## src/rtl/tcm_port_arbiter.sv

```systemverilog
// Shares the TCM stbuf read/write port pair between the core LSU (CORE) and the debug/DMA loader (DBG).
// Each channel is arbitrated on its own: fixed CORE priority with a DBG starvation override.
`ifndef ADDR_WIDTH
`define ADDR_WIDTH 16
`endif
`ifndef SIZE_WIDTH
`define SIZE_WIDTH 3
`endif
`ifndef REG_DATA_WIDTH
`define REG_DATA_WIDTH 32
`endif
`ifndef BUS_DATA_WIDTH
`define BUS_DATA_WIDTH 32
`endif
`ifndef TCM_SIZE
`define TCM_SIZE 4096
`endif

module tcm_port_arbiter #(
  parameter int STARVE_LIMIT = 4,
  parameter int ARB_TCM_SIZE = `TCM_SIZE
) (
  input  logic                        clk,
  input  logic                        rst,
  input  logic                        core_rd_valid,
  output logic                        core_rd_ready,
  input  logic [`ADDR_WIDTH-1:0]      core_rd_addr,
  input  logic [`SIZE_WIDTH-1:0]      core_rd_size,
  input  logic                        core_wr_valid,
  output logic                        core_wr_ready,
  input  logic [`ADDR_WIDTH-1:0]      core_wr_addr,
  input  logic [`SIZE_WIDTH-1:0]      core_wr_size,
  input  logic [`REG_DATA_WIDTH-1:0]  core_wr_data,
  output logic                        core_rsp_valid,
  input  logic                        dbg_rd_valid,
  output logic                        dbg_rd_ready,
  input  logic [`ADDR_WIDTH-1:0]      dbg_rd_addr,
  input  logic [`SIZE_WIDTH-1:0]      dbg_rd_size,
  input  logic                        dbg_wr_valid,
  output logic                        dbg_wr_ready,
  input  logic [`ADDR_WIDTH-1:0]      dbg_wr_addr,
  input  logic [`SIZE_WIDTH-1:0]      dbg_wr_size,
  input  logic [`REG_DATA_WIDTH-1:0]  dbg_wr_data,
  output logic                        dbg_rsp_valid,
  output logic [`BUS_DATA_WIDTH-1:0]  rsp_data,
  output logic                        err_valid,
  output logic                        err_src,
  output logic                        err_is_wr,
  output logic                        bus_tcm_stbuf_rd,
  output logic [`ADDR_WIDTH-1:0]      bus_tcm_stbuf_read_addr,
  output logic [`SIZE_WIDTH-1:0]      bus_tcm_stbuf_read_size,
  output logic                        bus_tcm_stbuf_wr,
  output logic [`ADDR_WIDTH-1:0]      bus_tcm_stbuf_write_addr,
  output logic [`SIZE_WIDTH-1:0]      bus_tcm_stbuf_write_size,
  output logic [`REG_DATA_WIDTH-1:0]  bus_tcm_stbuf_data,
  input  logic [`BUS_DATA_WIDTH-1:0]  tcm_bus_stbuf_data
);
  localparam int AW = `ADDR_WIDTH;
  localparam int SW = `SIZE_WIDTH;
  localparam int CW = $clog2(STARVE_LIMIT + 1);
  localparam logic [CW-1:0] LIM = CW'(STARVE_LIMIT);
  localparam logic [AW:0] TCM_LIM = (AW+1)'(ARB_TCM_SIZE);

  // End address is formed one bit wider so an access near the top of the map cannot wrap into range.
  function automatic logic legal(input logic [AW-1:0] a, input logic [SW-1:0] s);
    logic [AW:0] last;
    last = {1'b0, a} + {{(AW+1-SW){1'b0}}, s};
    return (s == SW'(1) || s == SW'(2) || s == SW'(4)) && (last <= TCM_LIM);
  endfunction

  logic [CW-1:0]             rd_starve, wr_starve;
  logic                      rd_dbg_win, rd_core_win, rd_go, rd_ok, rd_err;
  logic                      wr_dbg_win, wr_core_win, wr_go, wr_ok, wr_err;
  logic [AW-1:0]             rd_addr_m, wr_addr_m;
  logic [SW-1:0]             rd_size_m, wr_size_m;
  logic [`REG_DATA_WIDTH-1:0] wr_data_m;
  logic                      owner_v, owner_src;
  logic                      err_v_q, err_src_q, err_wr_q;
  logic                      pend_v, pend_src;

  assign rd_dbg_win  = !rst && dbg_rd_valid && (!core_rd_valid || rd_starve == LIM);
  assign rd_core_win = !rst && core_rd_valid && !rd_dbg_win;
  assign rd_go       = rd_dbg_win || rd_core_win;
  assign rd_addr_m   = rd_dbg_win ? dbg_rd_addr : core_rd_addr;
  assign rd_size_m   = rd_dbg_win ? dbg_rd_size : core_rd_size;
  assign rd_ok       = legal(rd_addr_m, rd_size_m);
  assign rd_err      = rd_go && !rd_ok;

  assign wr_dbg_win  = !rst && dbg_wr_valid && (!core_wr_valid || wr_starve == LIM);
  assign wr_core_win = !rst && core_wr_valid && !wr_dbg_win;
  assign wr_go       = wr_dbg_win || wr_core_win;
  assign wr_addr_m   = wr_dbg_win ? dbg_wr_addr : core_wr_addr;
  assign wr_size_m   = wr_dbg_win ? dbg_wr_size : core_wr_size;
  assign wr_data_m   = wr_dbg_win ? dbg_wr_data : core_wr_data;
  assign wr_ok       = legal(wr_addr_m, wr_size_m);
  assign wr_err      = wr_go && !wr_ok;

  assign core_rd_ready = rd_core_win;
  assign dbg_rd_ready  = rd_dbg_win;
  assign core_wr_ready = wr_core_win;
  assign dbg_wr_ready  = wr_dbg_win;

  assign bus_tcm_stbuf_rd         = rd_go && rd_ok;
  assign bus_tcm_stbuf_read_addr  = bus_tcm_stbuf_rd ? rd_addr_m : '0;
  assign bus_tcm_stbuf_read_size  = bus_tcm_stbuf_rd ? rd_size_m : '0;
  assign bus_tcm_stbuf_wr         = wr_go && wr_ok;
  assign bus_tcm_stbuf_write_addr = bus_tcm_stbuf_wr ? wr_addr_m : '0;
  assign bus_tcm_stbuf_write_size = bus_tcm_stbuf_wr ? wr_size_m : '0;
  assign bus_tcm_stbuf_data       = bus_tcm_stbuf_wr ? wr_data_m : '0;

  // Masked by rst so a read granted just before reset never returns.
  assign core_rsp_valid = owner_v && !owner_src && !rst;
  assign dbg_rsp_valid  = owner_v && owner_src && !rst;
  assign rsp_data       = (owner_v && !rst) ? tcm_bus_stbuf_data : '0;
  assign err_valid      = err_v_q && !rst;
  assign err_src        = err_src_q;
  assign err_is_wr      = err_wr_q;

  always_ff @(posedge clk) begin
    if (rst) begin
      rd_starve <= '0;
      wr_starve <= '0;
      owner_v   <= 1'b0;
      owner_src <= 1'b0;
      err_v_q   <= 1'b0;
      err_src_q <= 1'b0;
      err_wr_q  <= 1'b0;
      pend_v    <= 1'b0;
      pend_src  <= 1'b0;
    end else begin
      if (!dbg_rd_valid || rd_dbg_win)  rd_starve <= '0;
      else if (rd_starve != LIM)        rd_starve <= rd_starve + 1'b1;
      if (!dbg_wr_valid || wr_dbg_win)  wr_starve <= '0;
      else if (wr_starve != LIM)        wr_starve <= wr_starve + 1'b1;

      owner_v   <= bus_tcm_stbuf_rd;
      owner_src <= rd_dbg_win;

      // Read error goes first; a coincident write error waits one cycle in the pending slot.
      if (rd_err) begin
        err_v_q   <= 1'b1;
        err_src_q <= rd_dbg_win;
        err_wr_q  <= 1'b0;
        if (wr_err) begin
          pend_v   <= 1'b1;
          pend_src <= wr_dbg_win;
        end
      end else if (pend_v) begin
        err_v_q   <= 1'b1;
        err_src_q <= pend_src;
        err_wr_q  <= 1'b1;
        pend_v    <= wr_err;
        pend_src  <= wr_dbg_win;
      end else if (wr_err) begin
        err_v_q   <= 1'b1;
        err_src_q <= wr_dbg_win;
        err_wr_q  <= 1'b1;
      end else begin
        err_v_q   <= 1'b0;
      end
    end
  end
endmodule

```

## config.mk

```make
export PLATFORM = sky130hd
export DESIGN_NAME = tcm_port_arbiter
export DESIGN_NICKNAME = d
export VERILOG_FILES = /design/src/rtl/tcm_port_arbiter.sv
export SDC_FILE = /design/constraint.sdc
export NUM_CORES = 1
export LEC_CHECK = 0
export BUFFER_PORTS_ARGS = -buffer_cell sky130_fd_sc_hd__buf_2
export CAP_MARGIN = 20
export CORE_AREA = 2 2 113 115
export DETAILED_ROUTE_END_ITERATION = 6
export DIE_AREA = 0 0 115 117
export PLACE_DENSITY = 0.73
export SLEW_MARGIN = 20
export SYNTH_ARGS = -nofsm -noshare
export SYNTH_HDL_FRONTEND = slang
export SYNTH_SLANG_ARGS = --single-unit
```

## constraint.sdc

```tcl
create_clock -name clk -period 8.3 [get_ports clk]
set_input_delay 0.83 -clock clk [delete_from_list [all_inputs] [get_ports clk]]
set_output_delay 0.83 -clock clk [all_outputs]
set_load 0.01 [all_outputs]
```

==> results of run 1 <==
-- state kept, by name, summed over array words and instances, names as in the netlist --
name / count
err_is_wr: 1
wr_starve: 3
owner_v: 1
pend_v: 1
owner_src: 1
err_v_q: 1
rd_starve: 3
err_src: 1
pend_src: 1
-- area by class of cell --
| cell class | count | share of cell area |
|---|---|---|
| tap | 150 | 0.0386 |
| timing repair buffer | 288 | 0.299 |
| sequential | 13 | 0.0536 |
| inverter | 24 | 0.0185 |
| clock buffer | 4 | 0.0162 |
| multi-input combinational | 473 | 0.574 |
-- cells in the mapped netlist (3+ instances only) --
library cell,number,area share
o41ai_1,3,0.0079
buf_1,5,0.0057
nand2_1,130,0.15
buf_4,6,0.014
xnor2_1,18,0.048
nor3_1,14,0.021
o22ai_1,4,0.0076
a21oi_1,61,0.092
nor2_1,38,0.043
buf_2,8,0.012
and3_1,7,0.013
a211oi_1,7,0.016
a31oi_1,4,0.0076
or2_2,3,0.0057
clkbuf_1,17,0.019
a311o_1,5,0.015
nor4_1,8,0.015
dfxtp_1,13,0.079
xor2_1,4,0.011
nor2b_1,5,0.0095
nand4_1,5,0.0095
or3_1,4,0.0076
nor4b_1,4,0.011
o21ai_0,7,0.011
inv_1,24,0.027
ha_1,10,0.038
a21oi_2,10,0.026
nand3_1,17,0.026
mux2i_1,20,0.061
and4_1,4,0.011
and2_1,37,0.070
-- cell families (layout without fill, tap and decap cells) --
family	after synthesis	in the layout	synth area share
mux	21	21	0.0673
buf+inv	62	316	0.0847
simple gates	284	284	0.408
compound gates	128	128	0.255
flops	13	13	0.0787
other cells	1	6	0.00113
xor+xnor	22	22	0.0582
fa+ha+maj	12	12	0.0469
-- power groups by stage --
stage	logic, mW	registers, mW	clock network [mW]
after CTS	0.171	0.0686	0.0929
after global routing	0.192	0.0692	0.0971
after detailed placement	0.170	0.0698	0
final	0.172	0.0687	0.0906
after floorplan	0.0970	0.0686	0
after global placement	0.169	0.0697	0
-- worst max path at each step --
stage / to / depth (start not counted) / slack [ps]
global route: bus_tcm_stbuf_read_addr[3] / 20 / 1020
finish: bus_tcm_stbuf_read_addr[0] / 20 / 1580
global placement: bus_tcm_stbuf_data[16] / 19 / 1600
floorplan: bus_tcm_stbuf_read_addr[10] / 21 / 2580
CTS: bus_tcm_stbuf_data[16] / 19 / 1560
detailed placement: bus_tcm_stbuf_data[16] / 19 / 1560
-- stage by stage --
stage	instance area (sq um)	util	hold WS, ps	instances	worst slack, ps
3_5_place_dp	4780	0.388	461	948	1560
5_1_grt	4860	0.395	498	952	1020
4_1_cts	4860	0.395	468	952	1560
6_report	4860	0.395	466	952	1580
3_3_place_gp	4780	0.388	443	948	1600
2_1_floorplan	3330	-	428	548	2580
-- layer usage --
layer  vias up  share of wire  track usage
li1       2405              -            -
met1      2115           0.45        0.235
met2       166           0.48        0.271
met3        10          0.062       0.0206
met4         0         0.0081       0.0313
met5         -              0            0
==> flow_metrics.env, run 1 <==
export IMPL_antenna_found_initial=0
export IMPL_finalHoldViolCount=0
export IMPL_min_delay_path_depth=1
export IMPL_avgRoutedWirePerCell_um=13.5
export IMPL_power_internal_uw=207
export IMPL_holdCritStartpoint="rd_starve[0]$_SDFFE_PP0N_"
export IMPL_grt_pass1_wl_mm=18.6
export IMPL_hp_class="register to register"
export IMPL_p_sw_frac=0.377
export IMPL_async_flop_share=0
export IMPL_cts_root_buf="clkbuf_16"
export IMPL_final_cell_mix="buf_2, nand2_1, a21oi_1, nor2_1, and2_1"
export IMPL_ctsHoldBuffers=0
export IMPL_finClkSkew_ps=1.03
export IMPL_overflow=0
export IMPL_seq_area_sq_um=260
export IMPL_p_clk_frac=0.273
export IMPL_startpoint_type="input pin"
export IMPL_remaining_drc_errors=0
export IMPL_startpoint="rst"
export IMPL_cts_clk_slew_worst_paths_ps=40
export IMPL_n_antenna_cell=0
export IMPL_slowest_delay_ps=540
export IMPL_status="finished clean"
export IMPL_ant_nets=0
export IMPL_num_io_pins=291
export IMPL_total_power_uw=331
export IMPL_cellLeakagePower_nw=2.65
export IMPL_power_density_nw_per_um2=68.2
export IMPL_cts_max_path_buffers=2
export IMPL_fin_crit_sh=0.810
export IMPL_setup_tns_ps=0
export IMPL_drive_above_1_share=0.390
export IMPL_cp_max_fo=25
export IMPL_crit_required_ps=7470
export IMPL_cts_htree_levels=1
export IMPL_fin_nets=992
export IMPL_worstMarginPinSlew_ps=693
export IMPL_dpl_hpwl_mm=10.4
export IMPL_crit_arrival_ps=5890
export IMPL_synth_edf_count=0
export IMPL_final_max_slew_viol_count=0
export IMPL_r2r_cells=20
export IMPL_rsz0062_at_grt="false"
export IMPL_power_switching_uw=125
export IMPL_via_per_inst=4.93
export IMPL_cts_sinks=13
export IMPL_drt_wl_total_mm=12.8
export IMPL_multi_input_area_sq_um=2790
export IMPL_cts_tree="built"
export IMPL_final_common_cell="buf_2"
export IMPL_yosys_most_used_dff="dfxtp_1"
export IMPL_grt_pass1_vias=3913
export IMPL_cpMostUsedCell="nand2_1"
export IMPL_ys_warn_count=0
export IMPL_avgSynthCellArea_sq_um=6.09
export IMPL_slew_limit_headroom=0.537
export IMPL_rows=41
export IMPL_hold_path_end="rd_starve[0]$_SDFFE_PP0N_"
export IMPL_cts_buffers=3
export IMPL_path_buf_inv=5
export IMPL_synth_cell_area_sq_um=3310
export IMPL_fp_dieH_um=117
export IMPL_pwr_share_comb=0.519
export IMPL_critical_path_top_delay_family="simple AND/OR/NAND/NOR gates"
export IMPL_peakVddDrop_mv=0.0662
export IMPL_vias=4696
export IMPL_initial_core_util=0.269
export IMPL_dieWidth_um=115
export IMPL_drtIter0Drc=242
export IMPL_port_buffers=284
export IMPL_fmax_ghz=0.149
export IMPL_ys_seq_area_frac=0.0787
export IMPL_synth_cell_types=63
export IMPL_fillers=1340
export IMPL_ctsResizeCount=0
export IMPL_r2r_slack_ps=3330
export IMPL_r2r_end="pend_src$_SDFFE_PP0P_"
export IMPL_r2r_start="rd_starve[0]$_SDFFE_PP0N_"
export IMPL_gp_congestion=0.904
export IMPL_die_area_sq_um=13500
export IMPL_crit_type="input pin to primary output"
export IMPL_worstSkewPairLatency_ps=240
export IMPL_syn_instance_count=543
export IMPL_min_period_ps=6720
export IMPL_synth_seq_cells=13
export IMPL_firstDrtPassIters=5
export IMPL_grt_max_degree=57
export IMPL_p_seq_frac=0.207
export IMPL_track_usage=0.165
export IMPL_maxCapViolCount=0
export IMPL_worstPathCellList="buf_2 -> nor2b_1 -> nand2_1 -> buf_4 -> inv_1 -> nand2_1 -> nand2_1 -> ha_1 -> inv_1 -> fa_1 -> nor2b_1 -> nor2_1 -> o31ai_1 -> mux4_2 -> a311o_1 -> or3_1 -> a21oi_1 -> nand2_1 -> a21oi_1 -> buf_2"
export IMPL_endpoint_kind="primary output"
export IMPL_areaGrowthSynthToFinish_pct=46.9
export IMPL_post_cts_repair_setup_buffers=0
export IMPL_critPathSlowestCell="inv_1"
export IMPL_setup_viol=0
export IMPL_coreArea_sq_um=12300
Power figures use the tool's default switching activity.
==> run 2: changes to the inputs <==
- clock period: 8.3 -> 6.9 ns (I/O delays scaled with it)
==> flow_metrics.env, run 2 (synthesis gave the netlist of run 1 again) <==
export IMPL_grt_pass1_vias=4005
export IMPL_hp_class="register to register"
export IMPL_setup_tns_ps=0
export IMPL_drive_above_1_share=0.392
export IMPL_power_density_nw_per_um2=82.0
export IMPL_r2r_end="pend_src$_SDFFE_PP0P_"
export IMPL_maxCapViolCount=0
export IMPL_post_cts_repair_setup_buffers=0
export IMPL_endpoint_kind="primary output"
export IMPL_cts_sinks=13
export IMPL_dpl_cell_count=950
export IMPL_cts_tree="built"
export IMPL_antenna_found_initial=0
export IMPL_drtIter0Drc=249
export IMPL_r2r_slack_ps=2150
export IMPL_firstDrtPassIters=5
export IMPL_finClkSkew_ps=5.93
export IMPL_grt_max_degree=50
export IMPL_rsz0062_at_grt="false"
export IMPL_fmax_ghz=0.165
export IMPL_cts_clk_slew_worst_paths_ps=40
export IMPL_min_period_ps=6050
export IMPL_fin_nets=994
export IMPL_areaGrowthSynthToFinish_pct=47.3
export IMPL_num_io_pins=291
export IMPL_cts_root_buf="clkbuf_16"
export IMPL_pre_cts_ws_ps=941
export IMPL_status="finished clean"
export IMPL_drt_wl_total_mm=12.9
export IMPL_cts_max_path_buffers=2
export IMPL_crit_type="input pin to primary output"
export IMPL_final_cell_mix="buf_2, nand2_1, a21oi_1, nor2_1, and2_1"
export IMPL_via_per_inst=4.94
export IMPL_ctsResizeCount=0
export IMPL_rows=41
export IMPL_fp_dieH_um=117
export IMPL_ctsHoldBuffers=0
export IMPL_initial_core_util=0.269
export IMPL_die_area_sq_um=13500
export IMPL_remaining_drc_errors=0
export IMPL_final_common_cell="buf_2"
export IMPL_critPathSlowestCell="or2_2"
export IMPL_worstSkewPairLatency_ps=240
export IMPL_slew_limit_headroom=0.307
export IMPL_dpl_cell_area_sq_um=4790
export IMPL_track_usage=0.168
export IMPL_grt_pass1_wl_mm=18.8
export IMPL_crit_required_ps=6210
export IMPL_vias=4714
export IMPL_gp_congestion=0.924
export IMPL_n_antenna_cell=0
export IMPL_fin_cells=954
export IMPL_top_regs="rd_starve (3), wr_starve (3)"
export IMPL_r2r_start="rd_starve[0]$_SDFFE_PP0N_"
export IMPL_ant_nets=0
export IMPL_fin_crit_sh=0.877
export IMPL_cts_buffers=3
export IMPL_slowest_delay_ps=660
export IMPL_holdCritStartpoint="rd_starve[0]$_SDFFE_PP0N_"
export IMPL_setup_viol=0
export IMPL_worst_slack_ps=851
export IMPL_worstPathCellList="buf_2 -> and2b_1 -> nand2_2 -> mux2i_1 -> inv_1 -> ha_1 -> ha_1 -> a21oi_1 -> nor4_1 -> nor3_1 -> o21a_1 -> o22ai_1 -> o41ai_1 -> nand3_1 -> or2_2 -> a21oi_1 -> buf_2"
export IMPL_coreArea_sq_um=12300
export IMPL_r2r_cells=19
export IMPL_avgRoutedWirePerCell_um=13.6
export IMPL_cts_htree_levels=1
export IMPL_final_area_sq_um=4870
export IMPL_finalHoldViolCount=0
export IMPL_final_max_slew_viol_count=0
export IMPL_dieWidth_um=115
export IMPL_cp_max_fo=49
export IMPL_overflow=0
export IMPL_crit_arrival_ps=5360
export IMPL_peakVddDrop_mv=0.0830
export IMPL_hold_path_end="rd_starve[0]$_SDFFE_PP0N_"
export IMPL_worstMarginPinSlew_ps=1040
export IMPL_dpl_hpwl_mm=10.6
export IMPL_total_power_uw=399
export IMPL_min_delay_path_depth=1
export IMPL_startpoint_type="input pin"
export IMPL_critical_path_top_delay_family="simple AND/OR/NAND/NOR gates"
export IMPL_port_buffers=284
export IMPL_cellLeakagePower_nw=2.66
export IMPL_path_buf_inv=3
[run 2: changes by cell type in the layout (fill, tap and decap cells not counted), sizes merged]
cell	delta
buf	+2
[run 2: through the flow]
| step | util | hold WS, ps |
|---|---|---|
| floorplan | - | 428 |
| global placement | 0.389 | 453 |
| detailed placement | 0.389 | 460 |
| CTS | 0.396 | 467 |
| global route | 0.396 | 476 |
| finish | 0.396 | 473 |
[run 2: routing by layer]
layer / vias up / share of wire / track usage
li1: 2409 / - / -
met1: 2105 / 0.44 / 0.233
met2: 184 / 0.48 / 0.282
met3: 16 / 0.069 / 0.0221
met4: 0 / 0.014 / 0.0329
met5: - / 0 / 0
[run 2: report_power, final]
part / leakage (nW) / total, mW / switching, mW / internal (mW)
Combinational: 2.52 / 0.208 / 0.116 / 0.0918
Sequential: 0.106 / 0.0828 / 0.00352 / 0.0793
Clock: 0.0382 / 0.109 / 0.0311 / 0.0779
[run 2: layout make-up]
cell class,count,area [sq um]
clock buffers,4,78.8
fillers,1372,7440
inverters,24,90.1
multi-input cells,473,2790
flip-flops and latches,13,260
repair buffers,290,1470
well taps,150,188
[run 2: worst reg2reg max path, cell delays in order, from the launching register on]
cell and delay, ps:
dfxtp_1 360, inv_1 60, ha_1 220, a21bo_2 280
nand2_1 220, buf_4 300, nand2_1 100, nand2_1 70
ha_1 150, inv_1 50, fa_1 400, nor2b_1 290
nor2_1 130, o31ai_1 260, mux4_2 330, a311o_1 320
o311ai_1 360, nand2_1 210, nor4b_1 190, a311o_1 330
[run 2: worst max path at each step]
stage	start	end	slack (ps)	cells past startpoint
global route	rst	bus_tcm_stbuf_data[9]	440	17
finish	rst	bus_tcm_stbuf_data[9]	850	17
floorplan	rst	bus_tcm_stbuf_read_addr[10]	1460	21
global placement	rst	bus_tcm_stbuf_data[9]	1020	17
detailed placement	rst	bus_tcm_stbuf_data[9]	940	16
CTS	rst	bus_tcm_stbuf_data[9]	940	16
